**src/rtl/video_stream_monitor.sv**
```systemverilog
// Inline video measurement stage: registered 1-cycle passthrough plus width/height,
// line-consistency, FPS and orphan-line monitoring with a selectable debug word.
module video_stream_monitor #(
   parameter int COLOR_W     = 8,
   parameter int CNT_W       = 12,
   parameter int GATE_CYCLES = 25000000,
   parameter int FPS_W       = 8,
   parameter int DEBUG_W     = 24
) (
   input  logic               iClk,
   input  logic               iRst,
   input  logic [COLOR_W-1:0] iR,
   input  logic [COLOR_W-1:0] iG,
   input  logic [COLOR_W-1:0] iB,
   input  logic               iHSync,
   input  logic               iVSync,
   input  logic               iLineValid,
   input  logic               iFrameValid,
   input  logic [1:0]         iSel,
   input  logic               iClear,
   output logic [COLOR_W-1:0] oR,
   output logic [COLOR_W-1:0] oG,
   output logic [COLOR_W-1:0] oB,
   output logic               oHSync,
   output logic               oVSync,
   output logic               oLineValid,
   output logic               oFrameValid,
   output logic [CNT_W-1:0]   oWidth,
   output logic [CNT_W-1:0]   oHeight,
   output logic               oStable,
   output logic               oFrameDone,
   output logic [FPS_W-1:0]   oFps,
   output logic               oErrOrphan,
   output logic [DEBUG_W-1:0] oDebug
);

   localparam int GATE_W = (GATE_CYCLES > 1) ? $clog2(GATE_CYCLES) : 1;
   localparam logic [GATE_W-1:0] GATE_LAST = GATE_W'(GATE_CYCLES - 1);
   localparam logic [CNT_W-1:0]  CNT_MAX   = '1;
   localparam logic [FPS_W-1:0]  FPS_MAX   = '1;

   logic               rLineValidL, rFrameValidL;
   logic [CNT_W-1:0]   pixCnt, lineCnt, refWidth;
   logic               mismatch, haveRef;
   logic [GATE_W-1:0]  gateCnt;
   logic [FPS_W-1:0]   winCnt, winInc, frameCnt;
   logic               lineEnd, frameEnd, frameStart;
   logic [CNT_W-1:0]   lineCntNxt, refNxt;
   logic               mismatchNxt, haveRefNxt;

   assign lineEnd    = rLineValidL & ~iLineValid & rFrameValidL;
   assign frameEnd   = rFrameValidL & ~iFrameValid;
   assign frameStart = ~rFrameValidL & iFrameValid;
   assign winInc     = (frameEnd && winCnt != FPS_MAX) ? winCnt + 1'b1 : winCnt;

   // Line bookkeeping is resolved first so a line closing on the frame-end cycle is latched too.
   always_comb begin
      lineCntNxt  = lineCnt;
      refNxt      = refWidth;
      mismatchNxt = mismatch;
      haveRefNxt  = haveRef;
      if (lineEnd) begin
         if (lineCnt != CNT_MAX) lineCntNxt = lineCnt + 1'b1;
         if (!haveRef) begin
            refNxt     = pixCnt;
            haveRefNxt = 1'b1;
         end else if (pixCnt != refWidth) begin
            mismatchNxt = 1'b1;
         end
      end
   end

   always_ff @(posedge iClk or negedge iRst) begin
      if (!iRst) begin
         {oR, oG, oB}                                  <= '0;
         {oHSync, oVSync, oLineValid, oFrameValid}     <= '0;
         {rLineValidL, rFrameValidL}                   <= '0;
      end else begin
         oR          <= iR;
         oG          <= iG;
         oB          <= iB;
         oHSync      <= iHSync;
         oVSync      <= iVSync;
         oLineValid  <= iLineValid;
         oFrameValid <= iFrameValid;
         rLineValidL  <= iLineValid;
         rFrameValidL <= iFrameValid;
      end
   end

   always_ff @(posedge iClk or negedge iRst) begin
      if (!iRst) begin
         pixCnt     <= '0;
         lineCnt    <= '0;
         refWidth   <= '0;
         mismatch   <= 1'b0;
         haveRef    <= 1'b0;
         oWidth     <= '0;
         oHeight    <= '0;
         oStable    <= 1'b0;
         oFrameDone <= 1'b0;
         frameCnt   <= '0;
         oErrOrphan <= 1'b0;
      end else begin
         if (iLineValid && iFrameValid) begin
            if (!rLineValidL)          pixCnt <= CNT_W'(1);
            else if (pixCnt != CNT_MAX) pixCnt <= pixCnt + 1'b1;
         end
         refWidth   <= refNxt;
         oFrameDone <= frameEnd;
         if (frameEnd) begin
            oWidth  <= refNxt;
            oHeight <= lineCntNxt;
            oStable <= (lineCntNxt != '0) && !mismatchNxt;
         end
         // A rising frame-valid discards any partial frame left over.
         if (frameEnd || frameStart) begin
            lineCnt  <= '0;
            mismatch <= 1'b0;
            haveRef  <= 1'b0;
         end else begin
            lineCnt  <= lineCntNxt;
            mismatch <= mismatchNxt;
            haveRef  <= haveRefNxt;
         end
         if (iClear)        frameCnt <= '0;
         else if (frameEnd) frameCnt <= frameCnt + 1'b1;
         oErrOrphan <= (oErrOrphan & ~iClear) | (iLineValid & ~iFrameValid);
      end
   end

   always_ff @(posedge iClk or negedge iRst) begin
      if (!iRst) begin
         gateCnt <= '0;
         winCnt  <= '0;
         oFps    <= '0;
      end else if (gateCnt == GATE_LAST) begin
         gateCnt <= '0;
         winCnt  <= '0;
         oFps    <= winInc;
      end else begin
         gateCnt <= gateCnt + 1'b1;
         winCnt  <= winInc;
      end
   end

   always_comb begin
      oDebug = '0;
      case (iSel)
         2'd0:    oDebug = DEBUG_W'({oWidth, oHeight});
         2'd1:    oDebug = DEBUG_W'(oFps);
         2'd2:    oDebug = DEBUG_W'(frameCnt);
         default: oDebug = DEBUG_W'({oErrOrphan, oStable});
      endcase
   end

endmodule
```
**config.mk**
```make
export PLATFORM = sky130hd
export DESIGN_NAME = video_stream_monitor
export DESIGN_NICKNAME = d
export VERILOG_FILES = /design/src/rtl/video_stream_monitor.sv
export SDC_FILE = /design/constraint.sdc
export NUM_CORES = 1
export LEC_CHECK = 0
export ABC_AREA = 1
export CAP_MARGIN = 20
export CORE_MARGIN = 3
export CORE_UTILIZATION = 45
export DETAILED_ROUTE_END_ITERATION = 12
export PLACE_DENSITY = 0.79
export SLEW_MARGIN = 20
export SYNTH_ARGS = -nofsm -noshare
export SYNTH_HDL_FRONTEND = slang
export SYNTH_SLANG_ARGS = --single-unit
```
**constraint.sdc**
```tcl
create_clock -name iClk -period 1.85 [get_ports iClk]
set_input_delay 0.4625 -clock iClk [delete_from_list [all_inputs] [get_ports iClk]]
set_output_delay 0.4625 -clock iClk [all_outputs]
set_load 0.005 [all_outputs]
```
Yosys cells after proc, flatten, opt, wreduce, memory -nomap -nowiden
Index checks and enable logic that the tools add are counted.
{"block": "word_totals", "in_bits": 33, "ff_bits": 142}
{"block": "classes", "n_mux": 19, "eq_ne": 8, "bitwise": 11, "reduce_logical": 10, "add_sub_neg": 5}
{"op": "2-to-1 mux 12 bit", "count": 7}
{"op": "one-hot mux 24 bit (3 select lines)", "count": 1}
{"op": "2-to-1 mux 8 bit", "count": 4}
{"op": "adder 25 x 1 -> 25 bit (second input constant)", "count": 1}
{"op": "== test 25 bit (second input constant)", "count": 1}
{"op": "2-to-1 mux 25 bit", "count": 1}
{"op": "adder 12 x 1 -> 12 bit (second input constant)", "count": 2}
{"op": "inequality test 12 bit (second input constant)", "count": 2}
{"op": "adder 8 x 1 -> 8 bit (second input constant)", "count": 2}
{"op": "inequality test 12 bit", "count": 1}
{"op": "nonzero test 12 bit", "count": 1}
{"op": "inequality test 8 bit (second input constant)", "count": 1}
{"op": "AND 1 bit", "count": 6}
{"op": "2-to-1 mux 1 bit", "count": 6}
{"op": "inverter 1 bit", "count": 4}
{"op": "nonzero test 2 bit", "count": 2}
{"op": "logical AND 1 bit", "count": 3}
{"op": "== test 2 x 1 -> 1 bit (second input constant)", "count": 1}
{"op": "== test 2 bit (second input constant)", "count": 1}
{"op": "zero test 2 bit", "count": 1}
{"op": "inequality test 2 x 1 -> 1 bit (second input constant)", "count": 1}
{"op": "AND reduction 2 bit", "count": 1}
{"op": "zero test 1 bit", "count": 1}
{"op": "logical OR 1 bit", "count": 1}
{"op": "bitwise OR 1 bit", "count": 1}

Longest topological paths before layout
Gate-level depths: netlist of the first run.
{"block": "logic_depth", "word_depth": 6, "mapped_depth": 14, "mapped_depth_nobuf": 14}

Least setup slack after synthesis of the first run
No wires, ideal clock.
{"block": "synth_timing", "path_kind": "input to output", "startpoint": "in iSel[1]", "endpoint": "out oDebug[13]", "arrival_ns": 1.296, "setup_slack_ns": 0.091, "required_time_ns": 1.387, "path_stages": 4, "cell_sequence": "nor2_1 -> inv_1 -> clkbuf_1 -> nor2_1"}
{"block": "synth_between", "elab_chain_len": 2}
{"item": "start: declaration", "line_no": "19", "source": "input logic [1:0] iSel,"}
{"item": "== test 2 bit, or another cell as far along", "line_no": "149", "source": "case (iSel)"}
{"item": "one-hot mux 24 bit (3 select lines) *", "line_no": "149"}
{"item": "end: declaration", "line_no": "34", "source": "output logic [DEBUG_W-1:0] oDebug"}
Mark *: on every way between the ends. The rest lies on a longest branch, timed or not.

Worst setup path after layout of the first run
{"block": "layout_timing", "startpoint": "in iSel[1]", "endpoint": "out oDebug[3]"}
The elaborated chain is that of the path after synthesis.

==> insert_results.sql, run 1 <==
INSERT INTO impl_metrics (metric_group, metric, value, unit) VALUES
('outcome', 'status', 'finished, final reports clean', ''),
('timing', 'max_slew_margin', '0.7252', ''),
('global_routing', 'overflow_left_after_global_routing', '0', ''),
('pwr', 'ir_drop', '680.6', 'uV'),
('critical_path', 'required', '1.39', 'ns'),
('pwr', 'power.share.switching', '0.2373', ''),
('logic_synthesis', 'synth_sequential_area_ratio', '0.5304', ''),
('timing', 'finalClockSkew', '0.007323', 'ns'),
('global_routing', 'first_pass_grt_wire_length', '27660', 'um'),
('timing', 'tns', '0', 'ns'),
('finish', 'n_fill_cell', '1130', ''),
('critical_path', 'crit_path_start_kind', 'primary input', ''),
('worst_hold_path', 'min_path_type', 'primary input to register', ''),
('timing', 'hold_violations', '0', ''),
('critical_path', 'worstSetupPathType', 'primary input to output port', ''),
('flow_run', 'reported_max_cap_violation_count', '0', ''),
('routing', 'detail_route.wl_per_cell', '14.15', 'um'),
('critical_path', 'critical_path_cell_count', '7', ''),
('pwr', 'power.combinational.fraction', '0.115', ''),
('pwr', 'internal-power', '6300', 'uW'),
('critical_path', 'worstPathCellList', 'buf_2, inv_2, nor2_4, inv_2, buf_4, o211ai_1, buf_2', ''),
('logic_synthesis', 'post-synth-top-area-fraction', '0.5304', ''),
('timing', 'final_min_period_over_clock_period', '0.9818', ''),
('critical_path', 'crit_family', 'buffers and inverters', ''),
('clock_network', 'cts-root-to-sink-buffers', '2', ''),
('critical_path', 'slowest_stage', 'o211ai_1', ''),
('floorplanning', 'dieArea', '16390', 'um2'),
('timing', 'slew_at_the_pin_closest_to_its_max_slew_limit', '0.4122', 'ns'),
('routing', 'drtIter0Drc', '516', ''),
('pwr', 'sequential_group_share_of_total_power', '0.416', ''),
('placement', 'dp.final_hpwl', '12040', 'um'),
('logic_synthesis', 'postSynthRegisterBits', '142', ''),
('critical_path', 'critical_path_buf_inv_count', '5', ''),
('floorplanning', 'initial_utilization', '0.4716', ''),
('logic_synthesis', 'yosysWarnings', '0', ''),
('floorplanning', 'die_x', '128.0', 'um'),
('global_routing', 'grt_antenna_before_repair', '0', ''),
('timing', 'setup_viol_count_final', '0', ''),
('worst_hold_path', 'min_path_cells', '1', ''),
('clock_network', 'clk_pin_slew_worst_paths', '0.06', 'ns'),
('pwr', 'post-layout-total-power', '8259', 'uW'),
('clock_network', 'clkSinkCount', '142', ''),
('floorplanning', 'die_h', '128.0', 'um'),
('timing', 'min_period', '1.816', 'ns'),
('finish', 'syn_to_final_growth', '40.10', '%'),
('logic_synthesis', 'syn-instance-count', '804', ''),
('floorplanning', 'ios', '120', ''),
('clock_network', 'root_buffer', 'clkbuf_16', ''),
('finish', 'num_antenna_cells', '0', ''),
('clock_network', 'tritoncts.num_buffers', '17', ''),
('logic_synthesis', 'mappedNetlistArea', '6699', 'um2'),
('timing', 'achievable-frequency', '550.6', 'MHz'),
('logic_synthesis', 'syn_area_per_cell', '8.332', 'um2'),
('routing', 'postRouteWirelength', '16820', 'um'),
('logic_synthesis', 'cell_type_contributing_the_most_total_cell_area_after_synthesis', 'dfrtp_1', ''),
('global_routing', 'grt_max_degree', '46', ''),
('pwr', 'clock_power_share', '0.469', ''),
('finish', 'instances_no_fill', '1189', ''),
('global_routing', 'grt_pass1_vias', '5915', ''),
('clock_network', 'cts-htree-levels', '4', ''),
('placement', 'io_buffers', '119', ''),
('logic_synthesis', 'yosys.cell_types.count', '41', ''),
('clock_network', 'tritoncts', 'yes', ''),
('routing', 'via_density_per_instance', '5.053', ''),
('finish', 'final_net_count', '1036', ''),
('routing', 'detail-route-antenna-nets', '0', ''),
('floorplanning', 'placementRows', '43', ''),
('pwr', 'leakage_power_of_the_design', '0.004418', 'uW'),
('routing', 'detailroute.via_count', '6008', ''),
('placement', 'finalWeightedCongestion', '0.9251', ''),
('timing', 'slew_viol_final', '0', '');
## power by group through the flow
stage,Clock [uW],Sequential (uW),Combinational (uW)
3_5_place_dp,0,3480,925
3_3_place_gp,0,3480,907
2_1_floorplan,0,3470,433
5_1_grt,4100,3450,1060
6_report,3870,3430,952
4_1_cts,3940,3430,938
## worst register-to-register path, delay by kind of cell, from the launching register on
family	cells	cell delay, ns
buffers and inverters	3	0.54
flip-flops	1	0.42
AND/OR/NAND/NOR	3	0.51
AO/OA/AOI/OAI	2	0.20
## kinds of logic (layout without fill, tap and decap cells)
logic type	after synthesis	count (layout)	synth area share
muxes	4	4	0.006350
and+or+nand+nor	390	390	0.2521
DFF	142	142	0.5304
adders and majority gates	6	6	0.01121
AOI/OAI and AO/OA	100	100	0.08256
buffers and inverters	130	335	0.07546
xor gates and xnor gates	32	32	0.04184
## flip-flops by register name, summed over array words and instances (netlist names), 8 cells and up
register	cells
gateCnt	25
lineCnt	12
oHeight	12
oWidth	12
pixCnt	12
refWidth	12
frameCnt	8
oB	8
oFps	8
oG	8
oR	8
winCnt	8
## synth_stat cells (all sizes together)
| library cell | number |
|---|---|
| clkbuf | 8 |
| mux2i | 2 |
| o31ai | 5 |
| inv | 114 |
| a211oi | 1 |
| nand4 | 18 |
| mux2 | 2 |
| dfrtp | 142 |
| nor4 | 6 |
| nand3b | 2 |
| a31oi | 4 |
| a211o | 1 |
| clkinv | 1 |
| a21oi | 21 |
| o21a | 1 |
| o22ai | 2 |
| nor2 | 110 |
| o211ai | 5 |
| a221oi | 1 |
| xnor2 | 7 |
| buf | 7 |
| nand3 | 38 |
| xor2 | 25 |
| ha | 6 |
| o21ai | 59 |
| nor3 | 24 |
| nand2 | 192 |
## cell type report
type                       instances  area [um2]  area share
multi-input combinational        532        2748      0.2928
timing repair buffer             188        1729      0.1842
clock buffer                      18       439.2     0.04679
clock inverter                    13       236.5     0.02520
sequential                       142        3558      0.3791
inverter                         115       441.7     0.04706
tap                              180       225.2     0.02400
timing repair inverter             1       7.507   0.0007999
## path summary, 6_finish.rpt
path,from,to,slack (ns)
min in group asynchronous,iRst,oWidth[9],0.53
max in group asynchronous,iRst,pixCnt[7],0.73
worst min-delay path,iLineValid,rLineValidL,0.29
worst max-delay path,iSel[1],oDebug[3],0.03
worst min register to register,frameCnt[5],frameCnt[6],0.44
worst max register to register,rLineValidL,pixCnt[2],0.09
## placed cells by master, fill, tap and decap left out, drive strengths merged
cell type / count
nand3: 38
ha: 6
o21a: 1
dlygate4sd3: 1
o211ai: 5
mux2i: 2
a221oi: 1
bufinv: 6
clkdlybuf4s50: 84
clkbuf: 19
a211o: 1
nand2: 192
o22ai: 2
nand4: 18
xor2: 25
dlygate4sd2: 24
nand3b: 2
o31ai: 5
clkinvlp: 7
dfrtp: 142
nor2: 110
clkinv: 1
xnor2: 7
o21ai: 59
nor4: 6
nor3: 24
dlymetal6s2s: 5
mux2: 2
a211oi: 1
a21oi: 21
inv: 115
a31oi: 4
buf: 73
## routing by layer
metal  GRT usage  up-vias  share of wire
li1            -     2958              -
met5           0        -              0
met4     0.07303        0          0.018
met3     0.05625       28          0.065
met2      0.3423      205           0.49
met1      0.2681     2817           0.43
## stage by stage
step	worst slack (ns)	cell area, um2	utilization
CTS	-0.1429	9199	0.6476
global placement	-0.6570	8503	0.5987
global route	-0.05722	9385	0.6608
detailed placement	-0.7011	8503	0.5987
finish	0.03376	9385	0.6608
floorplan	0.09134	6699	-
## timing repair
item,4_1_cts,5_1_grt
pin swaps,3,6
gates resized for setup,52,39
cloned,0,1
buffers inserted,4,8
endpoints found under the setup margin,31,42
endpoints found under the hold margin,41,0
hold buffers,1,0
No activity file was read; power rests on OpenSTA's default activity.
==> inputs of run 2 (changes only) <==
- CTS_CLUSTER_SIZE: default -> 8
- MAX_ROUTING_LAYER: default -> met4
==> insert_results.sql, run 2 (synthesis gave the netlist of run 1 again) <==
INSERT INTO impl_metrics (metric_group, metric, value, unit) VALUES
('global_routing', 'global_routing_usage_summed_across_all_routing_layers', '0.2182', ''),
('finish', 'area_taken_by_flip_flops_and_latches', '3558', 'um2'),
('finish', 'final_net_count', '1042', ''),
('timing', 'hold_violations', '0', ''),
('floorplanning', 'dieArea', '16390', 'um2'),
('finish', 'n_fill_cell', '1113', ''),
('finish', 'multiInputGateArea', '2813', 'um2'),
('pwr', 'ir_drop', '913.2', 'uV'),
('placement', 'dp.final_hpwl', '12010', 'um'),
('routing', 'via_density_per_instance', '5.100', ''),
('critical_path', 'timing.critical_path.from', 'oHeight[0]', ''),
('routing', 'detail_route.wl_per_cell', '14.71', 'um'),
('flow_run', 'reported_max_cap_violation_count', '0', ''),
('timing', 'setup_viol_count_final', '0', ''),
('floorplanning', 'die_x', '128.0', 'um'),
('global_routing', 'grt_max_degree', '44', ''),
('clock_network', 'tritoncts.num_buffers', '17', ''),
('outcome', 'status', 'finished, final reports clean', ''),
('critical_path', 'required', '1.39', 'ns'),
('global_routing', 'overflow_left_after_global_routing', '0', ''),
('floorplanning', 'ios', '120', ''),
('critical_path', 'critical_path_buf_inv_count', '1', ''),
('worst_hold_path', 'min_path_type', 'primary input to register', ''),
('timing', 'timing.hold.ws', '0.3200', 'ns'),
('placement', 'finalWeightedCongestion', '0.9384', ''),
('routing', 'detailroute.via_count', '6100', ''),
('clock_network', 'tritoncts', 'yes', ''),
('floorplanning', 'placementRows', '43', ''),
('critical_path', 'slowest_stage', 'clkdlybuf4s50_1', ''),
('placement', 'detailed_place.area', '8526', 'um2'),
('critical_path', 'endpoint', 'oHeight[0]', ''),
('routing', 'postRouteWirelength', '17590', 'um'),
('clock_network', 'clkSinkCount', '142', ''),
('critical_path', 'cp_max_fo', '3', ''),
('timing', 'finalClockSkew', '0.009991', 'ns'),
('critical_path', 'worstPathCellList', 'clkdlybuf4s50_1', ''),
('critical_path', 'endpoint_of_the_lowest_slack_register_to_register_path', 'gateCnt[20]', ''),
('routing', 'drtIter0Drc', '519', ''),
('timing', 'achievable-frequency', '551.5', 'MHz'),
('timing', 'min_period', '1.813', 'ns'),
('routing', 'drc', '0', ''),
('clock_network', 'cts-htree-levels', '4', ''),
('placement', 'io_buffers', '119', ''),
('pwr', 'p_per_area', '866.4', 'nW/um2'),
('critical_path', 'worst_r2r_startpoint', 'gateCnt[0]', ''),
('timing', 'slew_at_the_pin_closest_to_its_max_slew_limit', '0.4027', 'ns'),
('global_routing', 'grt_antenna_before_repair', '0', ''),
('finish', 'layout-drive-gt1-share', '0.1762', ''),
('floorplanning', 'initial_utilization', '0.4716', ''),
('clock_network', 'clk-insertion-delay-late', '0.42', 'ns'),
('worst_hold_path', 'min_path_cells', '1', ''),
('timing', 'max_slew_margin', '0.7287', ''),
('global_routing', 'first_pass_grt_wire_length', '27900', 'um'),
('timing', 'slew_viol_final', '0', ''),
('finish', 'number_of_flip_flops_in_the_largest_register', '25', ''),
('finish', 'final_cell_mix', 'nand2_1 (184), dfrtp_1 (138), inv_1 (107)', ''),
('critical_path', 'worstSetupPathType', 'register to output port', ''),
('critical_path', 'crit_path_start_kind', 'register', ''),
('routing', 'detail-route-antenna-nets', '0', ''),
('pwr', 'post-layout-total-power', '8192', 'uW'),
('finish', 'finish.instance_area', '9455', 'um2'),
('critical_path', 'endpoint_kind_of_the_worst_setup_timing_path', 'output port', ''),
('critical_path', 'worst_r2r_path_depth', '10', ''),
('critical_path', 'arrival', '1.35', 'ns'),
('finish', 'syn_to_final_growth', '41.15', '%'),
('routing', 'drtPass1Iterations', '5', ''),
('floorplanning', 'die_h', '128.0', 'um'),
('global_routing', 'grt_pass1_vias', '5939', ''),
('critical_path', 'crit_family', 'buffers and inverters', ''),
('placement', 'dp_worst_setup_slack', '-0.7072', 'ns'),
('finish', 'layout.cells.most_common', 'nand2_1', ''),
('finish', 'num_antenna_cells', '0', ''),
('floorplanning', 'placeableCoreArea', '14200', 'um2'),
('critical_path', 'critical_path_cell_count', '1', ''),
('clock_network', 'root_buffer', 'clkbuf_16', ''),
('pwr', 'leakage_power_of_the_design', '0.004379', 'uW'),
('clock_network', 'cts-root-to-sink-buffers', '2', ''),
('timing', 'postLayoutSetupSlackWorst', '0.03683', 'ns'),
('finish', 'max_flop_register', 'gateCnt', ''),
('timing', 'final_min_period_over_clock_period', '0.9801', ''),
('clock_network', 'clk_pin_slew_worst_paths', '0.06', 'ns'),
('critical_path', 'timing.critical_path.slowest_cell_delay', '0.52', 'ns'),
('critical_path', 'reg2reg_slack', '0.11', 'ns');
[run 2: changes by cell type in the layout (fill, tap and decap cells not counted), moves of 3 or more]
cell	change
buf_2	+4
buf_4	+4
clkbuf_2	+4
clkdlybuf4s15_1	+12
dlygate4sd2_1	-18
nand2_1	-3
nor2_2	-3
nor2_4	+5
[run 2: how the worst min path moves through the flow]
stage                      from     endpoint
global placement           iRst    oWidth[7]
detailed placement         iRst    oWidth[7]
finish               iLineValid  rLineValidL
floorplan                  iRst  frameCnt[0]
CTS                 frameCnt[5]  frameCnt[6]
global route         iLineValid  rLineValidL
[run 2: layout make-up]
class | count | area share
flip-flops and latches | 142 | 0.3763
multi-input cells | 532 | 0.2975
repair buffers | 194 | 0.1861
clock buffers | 18 | 0.04645
inverters | 115 | 0.04631
well taps | 180 | 0.02382
clock inverters | 14 | 0.02276
repair inverters | 1 | 0.0007940
[run 2: through the flow]
| step | TNS (ns) | util | std cells |
|---|---|---|---|
| 4_1_cts | -0.08122 | 0.6471 | 1183 |
| 3_5_place_dp | -25.71 | 0.6002 | 1147 |
| 3_3_place_gp | -24.18 | 0.6002 | 1147 |
| 5_1_grt | -0.2342 | 0.6657 | 1196 |
| 2_1_floorplan | 0 | - | 804 |
| 6_report | 0 | 0.6657 | 1196 |
[run 2: repair_timing]
item	4_1_cts	5_1_grt
gates cloned	0	1
pin swaps	2	13
setup endpoints to repair	31	63
buffers inserted	3	12
gates resized for setup	73	71
endpoints found under the hold margin	38	0
hold buffers	1	0
[run 2: power breakdown]
part           internal, uW  switching [uW]
logic                   448             536
registers              3300             140
clock network          2430            1340
[run 2: per-layer routing]
layer  vias to the layer above  track usage  part of all wire  wire length, um
met3                        38      0.04708             0.053              933
met4                         0      0.08552             0.025              431
met2                       235       0.3518              0.49             8664
met1                      2854       0.2698              0.43             7561
li1                       2973            -                 -                -
met5                         -            -                 0                0
